==> config.mk <==
export PLATFORM = sky130hd
export DESIGN_NAME = tone_voice
export DESIGN_NICKNAME = d
export VERILOG_FILES = /design/src/rtl/tone_voice.sv
export SDC_FILE = /design/constraint.sdc
export NUM_CORES = 1
export LEC_CHECK = 0
export BUFFER_PORTS_ARGS = -buffer_cell sky130_fd_sc_hd__buf_2
export CORE_UTILIZATION = 35
export DETAILED_ROUTE_END_ITERATION = 10
export PLACE_DENSITY = 0.51
export SLEW_MARGIN = 20
export SYNTH_ARGS = -nofsm -noshare
export SYNTH_HDL_FRONTEND = slang
export SYNTH_SLANG_ARGS = --single-unit
==> constraint.sdc <==
create_clock -name clk -period 2.6 [get_ports clk]
set_input_delay 0.13 -clock clk [delete_from_list [all_inputs] [get_ports clk]]
set_output_delay 0.13 -clock clk [all_outputs]
set_load 0.01 [all_outputs]
==> src/rtl/tone_voice.sv <==
// Monophonic voice: phase accumulator, attack/sustain/release envelope and PWM level gating.
// A zero frequency word on trig is a rest: it releases a sounding note and is ignored when idle.
module tone_voice #(
    parameter int ACC_W        = 24,
    parameter int ENV_STEP_DIV = 256
) (
    input  logic        clk,
    input  logic        rst,
    input  logic        trig,
    input  logic [15:0] freq_in,
    input  logic        gate,
    output logic        wave_out,
    output logic [7:0]  saw_out,
    output logic [7:0]  level_out,
    output logic        busy
);
    localparam int               PRE_W    = (ENV_STEP_DIV > 1) ? $clog2(ENV_STEP_DIV) : 1;
    localparam logic [PRE_W-1:0] PRE_LAST = PRE_W'(ENV_STEP_DIV - 1);

    typedef enum logic [1:0] {
        IDLE    = 2'd0,
        ATTACK  = 2'd1,
        SUSTAIN = 2'd2,
        RELEASE = 2'd3
    } state_t;

    state_t           r_state;
    logic [15:0]      r_freq;
    logic [ACC_W-1:0] r_phase;
    logic [7:0]       r_env;
    logic [7:0]       r_pwm;
    logic [PRE_W-1:0] r_pre;
    logic             r_wave;

    logic w_step;
    logic w_note;
    logic w_rest;
    logic w_env_on;

    assign w_step   = (r_pre == PRE_LAST);
    assign w_note   = trig && (freq_in != 16'd0);
    assign w_rest   = trig && (freq_in == 16'd0) && (r_state != IDLE);
    assign w_env_on = (r_pwm < r_env);

    always_ff @(posedge clk) begin
        if (rst) begin
            r_state <= IDLE;
            r_freq  <= '0;
            r_phase <= '0;
            r_env   <= '0;
            r_pwm   <= '0;
            r_pre   <= '0;
            r_wave  <= 1'b0;
        end else begin
            r_pwm  <= r_pwm + 8'd1;
            r_wave <= r_phase[ACC_W-1] & w_env_on & (r_state != IDLE);
            r_pre  <= w_step ? '0 : r_pre + PRE_W'(1);
            // NOTE: all state uses non-blocking assignments; a later assignment in this block
            // overrides the default accumulate, which is how phase is forced to 0 on entering IDLE.
            if (r_state != IDLE)
                r_phase <= r_phase + ACC_W'(r_freq);

            if (w_note) begin
                r_freq  <= freq_in;
                r_phase <= '0;
                r_pre   <= '0;
                r_state <= ATTACK;
            end else if (w_rest) begin
                r_pre   <= '0;
                r_state <= RELEASE;
            end else begin
                case (r_state)
                    ATTACK: begin
                        if (!gate)
                            r_state <= RELEASE;
                        else if (r_env == 8'hFF)
                            r_state <= SUSTAIN;
                        else if (w_step) begin
                            r_env <= r_env + 8'd1;
                            if (r_env == 8'hFE)
                                r_state <= SUSTAIN;
                        end
                    end
                    SUSTAIN: begin
                        if (!gate)
                            r_state <= RELEASE;
                    end
                    RELEASE: begin
                        // Gate is deliberately ignored here: only a new trig restarts the note.
                        if (r_env == 8'd0) begin
                            r_state <= IDLE;
                            r_phase <= '0;
                        end else if (w_step) begin
                            r_env <= r_env - 8'd1;
                            if (r_env == 8'd1) begin
                                r_state <= IDLE;
                                r_phase <= '0;
                            end
                        end
                    end
                    default: begin
                    end
                endcase
            end
        end
    end

    assign wave_out  = r_wave;
    assign saw_out   = r_phase[ACC_W-1 -: 8];
    assign level_out = r_env;
    assign busy      = (r_state != IDLE);

endmodule
==> metrics, run 1 <==
met2 wire length=4330 µm; post-synthesis sequential area ratio=34.0%; Inserted Diodes=0; Netlist cell types=52; final antenna-violating net count=0; area delta synth->final=14.3%; DRT met1 WL=4660 µm; run status=finished clean; Startpoint Class=flip-flop; initial antenna violation count=0; Leak=0.00187 µW; starting density of the core=36.1%; grt total ovfl=0; leading cell type in the layout, fill and taps excluded=nand2_1; slowest stage cell, crit path=fa_1; DR WL met3=213 µm; placed cells=648; vias=3448; relative slew slack=61.6%; fin area=0.00452 mm²; type of the tightest min-delay check=in2reg; number of buffer and inverter stages on the critical path=0; Max Root-Sink Buffers=2; # DRC=0; WL per Instance=14.0 µm; Syn Std Cell Area=0.00395 mm²; worst-path fanout max=4; Arr. time, crit path=2.60 ns; Area contributors post-synth=dfxtp_1, ha_1, nand2_1, a21oi_1, nor2_1; RSZ-0062 raised after global routing=no; DP HPWL=6860 µm; worst IR drop on VDD=0.000261 V; Slew @ Worst Pin=0.575 ns; clock sinks=67; Slew Limit Fails=0; H-tree depth=3; Yosys warnings=0; clock-pin slew on the worst setup and hold paths=0.05 ns; drt pass-1 iters=4; clk_skew=0.00664 ns; Mapped Cells=491; drt initial violations=122; Final Instance Count excl. Fillers=664; die height=108 µm; Worst path max stage delay=0.44 ns; share of layout cells above drive strength 1=13.5%; largest net degree at the start of global routing=35; PD cells=550 mW/mm²; area leader, netlist=dfxtp_1; Final Critical Period=2.38 ns; All-Layer GR Usage=17.0%; Post-CTS Setup Bufs=0; Port Buf Inserts=37; Synth Flop Type=dfxtp_1; cts bufs inserted=9; full die area=0.0117 mm²; GP Congestion=0.794; top sig layer=met4; row cnt=38; global-route wire length before repair=15400 µm; fmax=420 MHz; setup TNS=0 ns; Post-Route WL=9320 µm; FFs w/ async S/R, synth=0%; Core Area=0.0109 mm²; critical path's top delay family=compound AO/OA/AOI/OAI gates; Final Hold Violating Endpoints=0; clk_lat worst skew=0.33 ns; vias in the first global route=3204; maxcap violations=0; Area after DPL=0.00422 mm²; most frequent cells in the layout=nand2_1, dfxtp_1, a21oi_1; CTS tree=built; Mapped Nets=541; Crit Path Class=reg2reg; mean post-synth cell area=8.04 µm²; io pins=38; area share of the largest cell type after synthesis=34.0%; nets@finish=569; final setup violation count=0; Worst Setup End Kind=flip-flop; final worst-path cycle share=91.6%; post-synthesis register bit count=67; Via density=5.19; critical-path cell list=ha_1 > fa_1 > a211oi_1 > o21bai_1 > and4_2 > o21bai_2 > a2111oi_2 > a211o_1; clk root buf=clkbuf_16; Post-synth EDFFs=0; Crit path required time=2.82 ns; Die X=108 µm
sequential cells by signal, indices dropped and copies added (netlist names):
| name | flops |
|---|---|
| r_pre | 8 |
| r_freq | 16 |
| r_state | 2 |
| level_out | 8 |
| wave_out | 1 |
| r_pwm | 8 |
| r_phase | 24 |
Yosys cell counts (all sizes together), types with 10 or more instances:
cell	n
ha	29
buf	17
nand2	70
inv	16
a21oi	49
and3	14
nand3	24
dfxtp	67
o21ai	21
clkbuf	13
a211oi	10
nor2	38
xnor2	16
nor3	10
tightest hold or removal path: stages:
cell,delay (ns)
buf_2,0.11
nand2_1,0.05
a21oi_1,0.05
metal layers:
layer	global-route usage [%]	vias up
li1	-	1806
met1	22.6	1598
met2	27.3	32
met3	3.38	12
met4	5.97	0
met5	0	-
report_power, final:
part           switching [µW]  total [µW]  internal (µW)
clock                     433        1200            768
combinational             130         209           78.3
sequential               21.6        1080           1050
final timing paths:
kind / from / end / slack, ns / cells past startpoint
max: r_freq[0]$_SDFFE_PP0P_ / r_phase[12]$_SDFF_PP0_ / 0.22 / 8
min: freq_in[6] / r_freq[6]$_SDFFE_PP0P_ / 0.05 / 3
min reg2reg: r_pre[0]$_SDFF_PP0_ / r_pre[0]$_SDFF_PP0_ / 0.45 / 1
max reg2reg: r_freq[0]$_SDFFE_PP0P_ / r_phase[12]$_SDFF_PP0_ / 0.22 / 8
layout make-up:
class / count / area [µm²]
fillers: 1137 / 6420
multi-input cells: 378 / 2390
flip-flops and latches: 67 / 1340
repair buffers: 47 / 260
clock buffers: 14 / 254
well taps: 140 / 175
inverters: 16 / 60.1
clock inverters: 2 / 35.0
logic make-up after synthesis:
group / count (synthesis) / share of synthesized area, %
AND/OR/NAND/NOR: 203 / 25.1
AO/OA/AOI/OAI: 118 / 19.4
flip-flops: 67 / 34.0
buffers and inverters: 46 / 5.70
adder cells (fa/ha/maj): 30 / 9.69
XOR/XNOR: 23 / 5.10
multiplexers: 4 / 1.01
what timing repair did:
| item | in CTS | in global routing |
|---|---|---|
| resized for setup | 0 | 1 |
| hold buffers | 0 | 0 |
| endpoints found under the setup margin | 0 | 1 |
| endpoints found under the hold margin | 0 | 0 |
through the flow:
stage / setup slack, ns / util, % / hold WS (ns) / power, µW
finish: 0.219 / 41.3 / 0.0509 / 2490
floorplan: 0.322 / - / 0.266 / 1240
global placement: 0.214 / 38.6 / 0.386 / 1300
CTS: 0.126 / 41.3 / 0.0372 / 2520
global route: 0.0607 / 41.3 / 0.0565 / 2610
detailed placement: 0.134 / 38.6 / 0.390 / 1310
Power figures use the tool's default switching activity.
==> inputs of run 2 (changes only) <==
--- a/config.mk
+++ b/config.mk
@@ -6,4 +6,5 @@
 export NUM_CORES = 1
 export LEC_CHECK = 0
+export ABC_AREA = 1
 export BUFFER_PORTS_ARGS = -buffer_cell sky130_fd_sc_hd__buf_2
 export CORE_UTILIZATION = 35
@@ -14,2 +15,3 @@
 export SYNTH_HDL_FRONTEND = slang
 export SYNTH_SLANG_ARGS = --single-unit
+export TNS_END_PERCENT = 50
==> constraint.sdc (replaced) <==
create_clock -name clk -period 2.6 [get_ports clk]
set_input_delay 0.52 -clock clk [delete_from_list [all_inputs] [get_ports clk]]
set_output_delay 0.52 -clock clk [all_outputs]
set_load 0.01 [all_outputs]
==> metrics, run 2 <==
run status=finished clean; largest net degree at the start of global routing=34 (-2.9%); WL per Instance=12.5 µm (-11%); Yosys warnings=0 (unchanged); H-tree depth=3 (unchanged); CTS tree=built; clock sinks=67 (unchanged); Sw Ratio=26.4% (+2.8 points); post-synthesis sequential area ratio=31.0% (-3.0 points); sw power=751 µW (+28%); leading cell type in the layout, fill and taps excluded=nand2_1; most flop-heavy register=r_phase; setup ws final=0.551 ns (+0.331 ns); FFs w/ async S/R, synth=0% (unchanged); Startpoint Class=flip-flop; Post-CTS Resized=0 (unchanged); Logic pwr share=13.8% (+5.4 points); Core Area=0.0120 mm² (+9.8%); biggest regs=r_phase x24, r_freq x16; nets@finish=738 (+30%); final antenna-violating net count=0 (unchanged); global-route wire length before repair=18000 µm (+16%); Syn Std Cell Area=0.00433 mm² (+9.6%); Critical R2R Launch=r_freq[0]$_SDFFE_PP0P_; All-Layer GR Usage=17.8% (+0.81 points); maxcap violations=0 (unchanged); area share of the largest cell type after synthesis=31.0% (-3.0 points); hold path startpoint=r_pre[0]$_SDFF_PP0_; io pins=38 (unchanged); type of the tightest min-delay check=reg2reg; row cnt=40 (+5.3%); Die X=113 µm (+4.6%); Final Critical Period=2.05 ns (-0.331 ns); clk_lat worst skew=0.34 ns (about the same); mux contribution to synthesized area=0% (-1.0 points); drt pass-1 iters=4 (unchanged); RSZ-0062 raised after global routing=no; cts bufs inserted=9 (unchanged); Worst Setup End Kind=flip-flop; power after layout=2850 µW (+14%); initial antenna violation count=0 (unchanged); Post-CTS Setup Bufs=0 (unchanged); vias in the first global route=3907 (+22%); Power Internal=2090 µW (+10%); Mapped Cells=656 (+34%); Crit Path Class=reg2reg; # DRC=0 (unchanged); synth cell count leaders=nand2_1, nor2_1, dfxtp_1, a21oi_1, inv_1; starting density of the core=36.0% (-0.090 points); final setup violation count=0 (unchanged); Worst path max stage delay=0.36 ns (-0.08 ns); Post-Route WL=10500 µm (+13%); hold_buf cts=0 (unchanged); Area contributors post-synth=dfxtp_1, nand2_1, nor2_1, ha_1, a21oi_1; DP HPWL=8130 µm (+18%); relative slew slack=69.4% (+7.8 points); drt initial violations=183 (+50%); area leader, netlist=dfxtp_1; Crit path required time=2.84 ns (+0.02 ns); Post-synth EDFFs=0 (unchanged); die height=113 µm (+4.6%); clk root buf=clkbuf_16; Adder-Cell Fraction of Synth Area=8.85% (-0.85 points); Max Root-Sink Buffers=2 (unchanged); clock power share=47.4% (-1.0 points); critical path's top delay family=simple AND/OR/NAND/NOR gates; area delta synth->final=14.0%; Slew Limit Fails=0 (unchanged); Final Util=41.1% (-0.22 points); Final Hold Violating Endpoints=0 (unchanged); Synth Flop Type=dfxtp_1; most frequent cells in the layout=nand2_1, nor2_1, dfxtp_1; main combinational cell family by area after synthesis=simple AND/OR/NAND/NOR gates; slowest stage cell, crit path=dfxtp_1; number of buffer and inverter stages on the critical path=0 (unchanged); Synth Area in Compound Gates=12.5% (-7.0 points); Seq pwr share=38.9% (-4.4 points); worst IR drop on VDD=0.000295 V (+13%); max reg flops=24 (unchanged); grt total ovfl=0 (unchanged); vias=4065 (+18%); Mapped Nets=706 (+30%); Leak=0.00219 µW (+17%); final worst-path cycle share=78.8% (-13 points); pre-CTS WS=0.390 ns (+0.256 ns); most numerous cell in the Yosys netlist=nand2_1; clock-pin slew on the worst setup and hold paths=0.06 ns (about the same); Arr. time, crit path=2.29 ns (-0.31 ns); Via density=4.84 (-6.8%); post-synthesis register bit count=67 (unchanged); worst-path fanout max=3 (-1); mean post-synth cell area=6.60 µm² (-18%); GP Congestion=0.919 (+16%); CP startpoint=r_freq[0]$_SDFFE_PP0P_; Inserted Diodes=0 (unchanged); setup TNS=0 ns (unchanged); fmax=488 MHz (+16%); PD cells=577 mW/mm² (+4.8%); Slew @ Worst Pin=0.456 ns (-0.119 ns); clk_skew=0.00569 ns (-0.000948 ns); Netlist cell types=35 (-33%); critical-path cell list=ha_1 > fa_1 > nand2_1 > nand3_1 > nand2_1 > o21ai_0 > nand3_1 > nand3_1 > nand2_1 > nor2_1 > nor2_1; full die area=0.0128 mm² (+9.4%); post-synthesis xor/xnor area fraction=3.64% (-1.5 points); Post-Synth Simple-Gate Area=36.5% (+11 points); share of layout cells above drive strength 1=11.8% (-1.7 points); Port Buf Inserts=37 (unchanged)
==> run 2: worst register-to-register path: cells and delay by family (launching register included) <==
| kind | cells | cell delay [ns] |
|---|---|---|
| flops | 1 | 0.36 |
| compound gates | 1 | 0.33 |
| fa+ha+maj | 2 | 0.44 |
| simple gates | 8 | 0.81 |
==> run 2: final timing paths <==
path / slack, ns / endpoint / depth (start not counted)
max: 0.55 / r_phase[14]$_SDFF_PP0_ / 11
min: 0.44 / r_pre[0]$_SDFF_PP0_ / 1
max reg2reg: 0.55 / r_phase[14]$_SDFF_PP0_ / 11
min reg2reg: 0.44 / r_pre[0]$_SDFF_PP0_ / 1
==> run 2: layout make-up <==
type / count / area (µm²)
Multi-Input combinational cell: 513 / 2660
Sequential cell: 67 / 1340
Inverter: 57 / 214
Fill cell: 1324 / 7080
Clock inverter: 5 / 75.1
Timing Repair Buffer: 40 / 208
Clock buffer: 11 / 253
Tap cell: 147 / 184
==> run 2: layer usage <==
metal / wire length (µm) / vias to the layer above / share of wire, % / track usage, %
met1: 5370 / 1781 / 51 / 23.0
li1: - / 2200 / - / -
met2: 4570 / 60 / 43 / 28.5
met3: 266 / 24 / 2.5 / 2.79
met4: 327 / 0 / 3.1 / 10.0
met5: 0 / - / 0 / 0
==> run 2: power groups by stage <==
stage	Sequential [µW]	Clock, µW	Combinational (µW)
5_1_grt	1110	1430	452
2_1_floorplan	1120	0	295
3_3_place_gp	1130	0	391
6_report	1110	1350	392
4_1_cts	1110	1380	396
3_5_place_dp	1130	0	392
==> run 2: cell families (layout without fill, tap and decap cells) <==
| group | Yosys count | in the layout |
|---|---|---|
| and+or+nand+nor | 360 | 360 |
| AOI/OAI and AO/OA | 105 | 105 |
| buffers and inverters | 76 | 113 |
| DFF | 67 | 67 |
| adders and majority gates | 30 | 30 |
| xor gates and xnor gates | 18 | 18 |
==> run 2: stage by stage <==
stage | instances | area [µm²] | hold WS (ns)
2_1_floorplan | 656 | 4330 | 0.418
6_report | 840 | 4930 | 0.442
5_1_grt | 840 | 4930 | 0.466
3_5_place_dp | 824 | 4610 | 0.437
4_1_cts | 840 | 4930 | 0.449
3_3_place_gp | 824 | 4610 | 0.431
==> inputs of run 3 (changes only) <==
clock period = 2 ns   (was 2.6 ns; I/O delays follow)
==> metrics, run 3 (synthesis results as in run 2) <==
run status=finished clean; clk_lat worst skew=0.34 ns (about the same); Crit path required time=1.60 ns (-1.24 ns); full die area=0.0128 mm² (unchanged); final setup violation count=0 (unchanged); WL per Instance=12.6 µm (+0.46%); clock sinks=67 (unchanged); drt initial violations=154 (-16%); Worst Setup End Kind=output pin; share of layout cells above drive strength 1=13.8% (+2.0 points); worst-path fanout max=14 (+11); max reg flops=24 (unchanged); CTS tree=built; pre-CTS WS=0.0838 ns (-0.306 ns); final worst-path cycle share=94.4%; type of the tightest min-delay check=in2reg; Port Buf Inserts=37 (unchanged); area delta synth->final=15.8%; maxcap violations=0 (unchanged); Logic pwr share=14.6% (+0.8 points); placed cells=833 (+1.1%); clock-pin slew on the worst setup and hold paths=0.06 ns (about the same); most frequent cells in the layout=nand2_1, nor2_1, dfxtp_1; cts bufs inserted=9 (unchanged); GP Congestion=0.881 (-4.1%); Die X=113 µm (unchanged); Final Hold Violating Endpoints=0 (unchanged); Slew Limit Fails=0 (unchanged); Startpoint Class=flip-flop; Power Internal=2670 µW (+28%); biggest regs=r_phase x24, r_freq x16; initial antenna violation count=0 (unchanged); All-Layer GR Usage=17.8% (-0.029 points); vias=4194 (+3.2%); Post-Route WL=10700 µm (+1.5%); nets@finish=747 (+1.2%); final antenna-violating net count=0 (unchanged); # DRC=0 (unchanged); clk_skew=0.00659 ns (+0.000903 ns); Max Root-Sink Buffers=2 (unchanged); DP HPWL=8340 µm (+2.6%); global-route wire length before repair=18100 µm (+0.73%); clock power share=46.4% (-1.0 points); fin area=0.00501 mm² (+1.6%); Core Area=0.0120 mm² (unchanged); io pins=38 (unchanged); Via density=4.94 (+2.1%); relative slew slack=75.6% (+6.1 points); row cnt=40 (unchanged); drt pass-1 iters=7 (+3); Inserted Diodes=0 (unchanged); vias in the first global route=3915 (+0.20%); setup ws final=0.113 ns (-0.438 ns); Sw Ratio=27.4% (+0.96 points); leading cell type in the layout, fill and taps excluded=nand2_1; RSZ-0062 raised after global routing=no; worst IR drop on VDD=0.000372 V (+26%); starting density of the core=36.0% (unchanged); grt total ovfl=0 (unchanged); largest net degree at the start of global routing=16 (-53%); fmax=530 MHz; clk root buf=clkbuf_16; Leak=0.00222 µW (+1.2%); most flop-heavy register=r_phase; Area after DPL=0.00467 mm² (+1.5%); PD cells=735 mW/mm² (+27%); Slew @ Worst Pin=0.366 ns (-0.0897 ns); Final Instance Count excl. Fillers=849 (+1.1%); die height=113 µm (unchanged); setup TNS=0 ns (unchanged); Crit Path Class=reg2out; Seq pwr share=39.0% (about the same); sw power=1010 µW (+34%); Final Critical Period=1.89 ns; H-tree depth=3 (unchanged); Arr. time, crit path=1.49 ns (-0.80 ns)
[run 3: cell count changes in the layout (fill, tap and decap cells not counted), sizes merged]
| cell | previous run | this run |
|---|---|---|
| clkinv | 4 | 3 |
| inv | 56 | 55 |
| buf | 40 | 49 |
| clkbuf | 11 | 9 |
| clkinvlp | 0 | 4 |
[run 3: power groups by stage]
stage	logic (µW)	clock network, µW	registers, µW
2_1_floorplan	384	0	1450
3_3_place_gp	533	0	1460
3_5_place_dp	534	0	1460
4_1_cts	538	1760	1430
5_1_grt	616	1800	1440
6_report	539	1710	1430
[run 3: layout make-up]
cell class              count  area (µm²)
well taps                 147         184
flip-flops and latches     67        1340
inverters                  57         218
clock buffers               9         225
repair buffers             49         275
fillers                  1306        7000
clock inverters             7        92.6
multi-input cells         513        2680
[run 3: critical path, stage by stage, from the launching register on]
cell        delay [ns]
dfxtp_1           0.39
nor2_4            0.21
clkinvlp_4        0.30
buf_2             0.25
[run 3: path summary, 6_finish.rpt]
check        slack [ns]                     from                     end  cells after the start
max                0.11  r_state[0]$_SDFFE_PP0P_                    busy                      3
min                0.34               freq_in[7]  r_freq[7]$_SDFFE_PP0P_                      3
max reg2reg        0.13   r_freq[2]$_SDFFE_PP0P_  r_phase[17]$_SDFF_PP0_                     11
min reg2reg        0.45      r_pre[0]$_SDFF_PP0_     r_pre[0]$_SDFF_PP0_                      1
[run 3: repair_timing]
item / 4_1_cts / 5_1_grt
setup endpoints to repair: 0 / 10
buffers inserted: 0 / 0
hold buffers: 0 / 0
resized for setup: 0 / 8
[run 3: per-stage QoR]
stage / power [µW] / hold slack [ns] / util, %
floorplan: 1840 / 0.418 / -
global placement: 1990 / 0.432 / 38.9
detailed placement: 2000 / 0.438 / 38.9
CTS: 3730 / 0.332 / 41.6
global route: 3860 / 0.347 / 41.7
finish: 3680 / 0.336 / 41.7
[run 3: routing by layer]
layer	track usage [%]	up-vias	part of all wire, %
li1	-	2214	-
met1	22.4	1907	49
met2	30.1	59	46
met3	3.05	14	2.8
met4	7.28	0	1.9
met5	0	-	0
